==> config.mk <==
export PLATFORM = sky130hd
export DESIGN_NAME = ptcalc_seg_collector
export DESIGN_NICKNAME = d
export VERILOG_FILES = /design/src/rtl/ptcalc_pkg.sv /design/src/rtl/sat_counter.sv /design/src/rtl/ptcalc_seg_collector.sv
export SDC_FILE = /design/constraint.sdc
export NUM_CORES = 1
export LEC_CHECK = 0
export ABC_AREA = 0
export CAP_MARGIN = 20
export CORE_MARGIN = 2
export CORE_UTILIZATION = 40
export CTS_CLUSTER_DIAMETER = 30
export DETAILED_ROUTE_END_ITERATION = 10
export HOLD_SLACK_MARGIN = 0.02
export PLACE_DENSITY = 0.75
export REMOVE_ABC_BUFFERS = 1
export SYNTH_ARGS = -nofsm -noshare
export SYNTH_HDL_FRONTEND = slang
export SYNTH_SLANG_ARGS = --single-unit
==> constraint.sdc <==
create_clock -name ap_clk -period 3.4 [get_ports ap_clk]
set_input_delay 0.51 -clock ap_clk [delete_from_list [all_inputs] [get_ports ap_clk]]
set_output_delay 0.51 -clock ap_clk [all_outputs]
set_load 0.05 [all_outputs]
==> src/rtl/ptcalc_pkg.sv <==
// Shared types and bus widths for the pT-calculator front end.
package ptcalc_pkg;

  // Bus payload widths; keep in step with the bus constants header.
  localparam int unsigned PL2PTCALC_LEN = 64;
  localparam int unsigned SF2PTCALC_LEN = 32;

  localparam int unsigned ST_INN = 0;
  localparam int unsigned ST_MID = 1;
  localparam int unsigned ST_OUT = 2;

  typedef enum logic [1:0] {
    IDLE    = 2'd0,
    COLLECT = 2'd1,
    ISSUE   = 2'd2
  } ptc_col_state_t;

endpackage

==> src/rtl/sat_counter.sv <==
// Saturating up-counter with synchronous active-low reset and clear.
module sat_counter #(
  parameter int unsigned W = 16
) (
  input  logic         clk,
  input  logic         rst_n,
  input  logic         inc,
  input  logic         clr,
  output logic [W-1:0] cnt
);

  always_ff @(posedge clk) begin
    if (!rst_n) begin
      cnt <= '0;
    end else if (clr) begin
      cnt <= '0;
    end else if (inc && (cnt != {W{1'b1}})) begin
      cnt <= cnt + W'(1);
    end
  end

endmodule

==> src/rtl/ptcalc_seg_collector.sv <==
// Gathers a pipeline candidate and up to three segments within a timed window
// and hands the assembled set to the pT core over ap_start/ap_ready.
module ptcalc_seg_collector
  import ptcalc_pkg::*;
#(
  parameter int unsigned TIMEOUT_CYC = 32,
  parameter int unsigned CNT_W       = 16
) (
  input  logic                     ap_clk,
  input  logic                     ap_rst_n,
  input  logic [PL2PTCALC_LEN-1:0] pl_in,
  input  logic                     pl_in_vld,
  input  logic [2:0]               pl_exp_mask,
  input  logic [SF2PTCALC_LEN-1:0] sf_inn,
  input  logic [SF2PTCALC_LEN-1:0] sf_mid,
  input  logic [SF2PTCALC_LEN-1:0] sf_out,
  input  logic                     sf_inn_vld,
  input  logic                     sf_mid_vld,
  input  logic                     sf_out_vld,
  output logic                     in_ready,
  output logic [PL2PTCALC_LEN-1:0] pl2ptcalc,
  output logic [SF2PTCALC_LEN-1:0] sf2ptcalc_inn,
  output logic [SF2PTCALC_LEN-1:0] sf2ptcalc_mid,
  output logic [SF2PTCALC_LEN-1:0] sf2ptcalc_out,
  output logic                     ap_start,
  input  logic                     ap_ready,
  output logic [CNT_W-1:0]         drop_cnt,
  output logic [CNT_W-1:0]         timeout_cnt,
  output logic [CNT_W-1:0]         orphan_cnt
);

  localparam int unsigned PL_BIT     = 3;
  localparam int unsigned TIMER_W    = 8;
  localparam logic [TIMER_W-1:0] TIMER_LOAD = TIMER_W'(TIMEOUT_CYC - 1);

  ptc_col_state_t            state;
  logic [3:0]                have;
  logic [2:0]                exp_mask;
  logic [TIMER_W-1:0]        timer;
  logic [PL2PTCALC_LEN-1:0]  pl_q;
  logic [SF2PTCALC_LEN-1:0]  inn_q, mid_q, out_q;

  logic [3:0]                strobe, take, have_nxt;
  logic [2:0]                mask_nxt;
  logic [PL2PTCALC_LEN-1:0]  pl_nxt;
  logic [SF2PTCALC_LEN-1:0]  inn_nxt, mid_nxt, out_nxt;
  logic [TIMER_W-1:0]        timer_dec;
  logic                      complete, dup, issue_go, orphan_go;
  logic                      drop_inc, timeout_inc;

  assign strobe    = {pl_in_vld, sf_out_vld, sf_mid_vld, sf_inn_vld};
  assign timer_dec = timer - TIMER_W'(1);

  // Merge this cycle's accepted strobes into the held candidate and decide the next move.
  always_comb begin
    take        = '0;
    dup         = 1'b0;
    have_nxt    = have;
    mask_nxt    = exp_mask;
    pl_nxt      = pl_q;
    inn_nxt     = inn_q;
    mid_nxt     = mid_q;
    out_nxt     = out_q;
    issue_go    = 1'b0;
    orphan_go   = 1'b0;
    timeout_inc = 1'b0;
    if (state != ISSUE) begin
      take     = strobe & ~have;
      dup      = |(strobe & have);
      have_nxt = have | take;
      if (take[PL_BIT]) begin
        pl_nxt   = pl_in;
        mask_nxt = pl_exp_mask;
      end
      if (take[ST_INN]) inn_nxt = sf_inn;
      if (take[ST_MID]) mid_nxt = sf_mid;
      if (take[ST_OUT]) out_nxt = sf_out;
    end
    complete = have_nxt[PL_BIT] && ((have_nxt[2:0] & mask_nxt) == mask_nxt);
    unique case (state)
      IDLE:    issue_go = (|take) && complete;
      COLLECT: begin
        if (complete) begin
          issue_go = 1'b1;
        end else if (timer_dec == '0) begin
          if (have_nxt[PL_BIT]) begin
            issue_go    = 1'b1;
            timeout_inc = 1'b1;
          end else begin
            orphan_go = 1'b1;
          end
        end
      end
      default: ;
    endcase
    drop_inc = (state == ISSUE) ? (|strobe) : dup;
  end

  always_ff @(posedge ap_clk) begin
    if (!ap_rst_n) begin
      state         <= IDLE;
      have          <= '0;
      exp_mask      <= '0;
      timer         <= '0;
      pl_q          <= '0;
      inn_q         <= '0;
      mid_q         <= '0;
      out_q         <= '0;
      in_ready      <= 1'b1;
      ap_start      <= 1'b0;
      pl2ptcalc     <= '0;
      sf2ptcalc_inn <= '0;
      sf2ptcalc_mid <= '0;
      sf2ptcalc_out <= '0;
    end else begin
      have     <= have_nxt;
      exp_mask <= mask_nxt;
      pl_q     <= pl_nxt;
      inn_q    <= inn_nxt;
      mid_q    <= mid_nxt;
      out_q    <= out_nxt;
      if (issue_go) begin
        // Absent stations go out as zero, which also clears their embedded valid bit.
        state         <= ISSUE;
        timer         <= '0;
        in_ready      <= 1'b0;
        ap_start      <= 1'b1;
        pl2ptcalc     <= pl_nxt;
        sf2ptcalc_inn <= have_nxt[ST_INN] ? inn_nxt : '0;
        sf2ptcalc_mid <= have_nxt[ST_MID] ? mid_nxt : '0;
        sf2ptcalc_out <= have_nxt[ST_OUT] ? out_nxt : '0;
      end else begin
        unique case (state)
          IDLE: begin
            if (|take) begin
              state <= COLLECT;
              timer <= TIMER_LOAD;
            end
          end
          COLLECT: begin
            if (orphan_go) begin
              state <= IDLE;
              have  <= '0;
              timer <= '0;
            end else begin
              timer <= timer_dec;
            end
          end
          ISSUE: begin
            if (ap_ready) begin
              state    <= IDLE;
              have     <= '0;
              in_ready <= 1'b1;
              ap_start <= 1'b0;
            end
          end
          default: state <= IDLE;
        endcase
      end
    end
  end

  sat_counter #(.W(CNT_W)) u_drop_cnt (
    .clk(ap_clk), .rst_n(ap_rst_n), .inc(drop_inc), .clr(1'b0), .cnt(drop_cnt)
  );

  sat_counter #(.W(CNT_W)) u_timeout_cnt (
    .clk(ap_clk), .rst_n(ap_rst_n), .inc(timeout_inc), .clr(1'b0), .cnt(timeout_cnt)
  );

  sat_counter #(.W(CNT_W)) u_orphan_cnt (
    .clk(ap_clk), .rst_n(ap_rst_n), .inc(orphan_go), .clr(1'b0), .cnt(orphan_cnt)
  );

endmodule
==> results by group <==
Placement
  – Placed Instance Area: about 20000 um^2
  – Final GP Congestion: between 0.8 and 0.9
  – Detailed Place HPWL: 28.4 mm
  – Buffers on Ports: approximately 380
  – Placed Cells: between 2000 and 2500

STA
  – Max Clock Freq: ~320 MHz
  – RSZ-0062 raised after global routing: false
  – Fin. Hold Viols: 0
  – Final-report max-slew violation count: 0
  – Rel. slew slack: 0.288
  – Final setup vio count: 0
  – Clock Skews: roughly 0.024 ns
  – Worst-margin pin slew: between 1 and 1.5 ns
  – Clock period minus worst slack: between 3 and 4 ns
  – Tcrit/Tclk final: 0.920

Drt
  – WL per Instance: about 17 um
  – DRT iter0 DRCs: around 550
  – Total Wirelength: ~44 mm
  – DRT antenna net count: 0
  – Avg Vias per Cell: between 5 and 6
  – Via count: around 13000
  – Drt drc: 0
  – Initial DRT Pass Iterations: 5

Worst setup path
  – Worst EP required: 3.89 ns
  – Crit. End Element: flip-flop
  – Setup crit start kind: flip-flop
  – CP Max Fanout: 50
  – Worst Setup SP: state[0]
  – CP Class: reg -> reg
  – Worst EP arrival: around 3.6 ns
  – Worst r2r src: state[0]

Power
  – Comb power frac: 0.319
  – Sw frac: 0.336
  – Lkg Pwr: about 0.0090 uW
  – Power per Cell Area: 946 nW/um^2
  – Power, Total: between 20000 and 25000 uW
  – Seq pwr share: 0.266
  – Clk pwr share: 0.415
  – Max IR drop VDD: slightly above 0.7 mV
  – P_int: 14400 uW
  – P_sw: 7310 uW

Global routing
  – First-pass GRT wire length: 69.6 mm
  – Vias in the first global route: about 13000
  – Total track usage: 0.213
  – Remaining Overflow, GRT: 0
  – Initial antenna violation count: 2
  – Pin count of the biggest net entering global routing: 110

Final layout
  – Proportion of layout cells with a drive suffix above 1: 0.128
  – Fin area: 23000 um^2
  – Post-route insts no fill: about 2600
  – Area grow syn2layout: 49.2%
  – Layout fillers: about 3000
  – Fin nets: 2154

Min path
  – Hold WC Path Type: reg -> reg
  – HP Start: sf2ptcalc_mid[16]

Yosys
  – Count leader, synth: dfxtp_1
  – Syn Area/Cell: slightly below 10 um^2
  – Mapped Cells: 1585
  – Synth cell count leaders: dfxtp_1, mux2i_1, nand2_1, nor2_1, clkbuf_1
  – Yosys top cell by area: dfxtp_1
  – Post-synth ARST share: 0
  – Yosys cell types: 60
  – Mapped cell area: between 15000 and 20000 um^2
  – Seq cells post-synth: just under 400
  – Number of synthesis warnings: 0
  – EDFF count, synth: 0
  – Area share of the largest cell type after synthesis: 0.503
  – Synth area leaders: dfxtp_1, mux2i_1, nand2_1, nor2_1, mux2_2
  – Register area share after synthesis: 0.503
  – Top_reg_cell synth: dfxtp_1

Die
  – Core area: between 30000 and 40000 um^2
  – Die Height: ~200 um
  – Starting Density: 0.408
  – Die area: ~40000 um^2
  – I/O pin total: 380
  – Rows: 71
  – Die W: ~200 um

Clock tree
  – Root buf cell: clkbuf_16
  – Clock sink count: ~390
  – Post-CTS Setup Repair Bufs: 0
  – CTS Buf Count: 86
  – TritonCTS clock tree: built
  – Clk buf depth: 3
  – Hold Buf Count CTS: 0
  – H-tree Lvls: 3
  – Post_cts resized: 0
  – Worst-path clk slew: ~0.05 ns
  – Worst skew pair latency: 0.59 ns

Flow run
  – Maximum Capacitance Violations: 0

Run status
  – Status: complete, no violations
## area by class of cell
| class | count | area [um^2] | share of cell area |
|---|---|---|---|
| flip-flops and latches | 387 | 7750 | 0.337 |
| multi-input cells | 1084 | 7220 | 0.314 |
| clock buffers | 100 | 2320 | 0.101 |
| clock inverters | 59 | 876 | 0.0381 |
| repair buffers | 407 | 4130 | 0.180 |
| inverters | 10 | 42.5 | 0.00185 |
| diodes | 2 | 5.00 | 0.000218 |
| well taps | 511 | 639 | 0.0278 |
## cells in the final DEF (no fill, tap or decap), types with 19 or more instances in the layout
master and n:
a21oi_1 37, and2_1 65, buf_4 19, clkbuf_16 87, clkdlybuf4s50_1 378, dfxtp_1 387, mux2_2 61, mux2i_1 268
nand2_1 236, nand3_1 27, nor2_1 198
## cells by family after synthesis
kind of cell	count (synthesis)	share of synthesized area
AND/OR/NAND/NOR	625	0.186
AO/OA/AOI/OAI	102	0.0426
XOR/XNOR	16	0.00910
buffers and inverters	114	0.0311
flip-flops	387	0.503
multiplexers	333	0.222
adder cells (fa/ha/maj)	8	0.00650
## critical path: stages, from the launching register on
cell and delay [ns]:
dfxtp_1 0.33, inv_1 0.08, ha_1 0.42, nor3b_4 0.39, mux2i_1 0.29, o221ai_1 0.16, a211oi_1 0.45, o21bai_4 0.27
buf_12 0.35, mux2i_1 0.25
## state kept, by name, summed over array words and instances, names as in the netlist
name               cells
sf2ptcalc_mid         32
ap_start               1
mid_q                 32
inn_q                 32
state                  2
sf2ptcalc_out         32
exp_mask               3
u_orphan_cnt.cnt      16
have                   4
sf2ptcalc_inn         32
pl_q                  64
in_ready               1
timer                  8
u_timeout_cnt.cnt     16
u_drop_cnt.cnt        16
out_q                 32
pl2ptcalc             64
## per-stage QoR
stage	setup slack (ns)	hold slack [ns]	TNS (ns)	util
6_report	0.272	0.455	0	0.608
5_1_grt	0.0763	0.472	0	0.608
4_1_cts	0.273	0.456	0	0.608
3_5_place_dp	0.163	0.449	0	0.524
3_3_place_gp	0.197	0.441	0	0.524
2_1_floorplan	-6.34	0.448	-1201.49	-
## per-layer routing
layer / global-route usage / part of all wire
met1: 0.240 / 0.40
met2: 0.367 / 0.49
met3: 0.0748 / 0.081
met4: 0.0850 / 0.026
met5: 0 / 0
## path summary, 6_finish.rpt
| kind | endpoint | slack [ns] | depth (start not counted) |
|---|---|---|---|
| hold reg to reg | sf2ptcalc_mid[16] | 0.45 | 2 |
| hold / removal | sf2ptcalc_mid[16] | 0.45 | 2 |
| setup reg to reg | sf2ptcalc_out[30] | 0.27 | 9 |
| setup / recovery | sf2ptcalc_out[30] | 0.27 | 9 |
## power by group through the flow
stage / combinational, uW / sequential (uW) / clock [uW]
2_1_floorplan: 3160 / 6740 / 0
3_3_place_gp: 6840 / 5820 / 0
3_5_place_dp: 6930 / 5840 / 0
4_1_cts: 6980 / 5780 / 9130
5_1_grt: 7350 / 5860 / 9370
6_report: 6940 / 5780 / 9020
(Power assumes the default switching activity.)
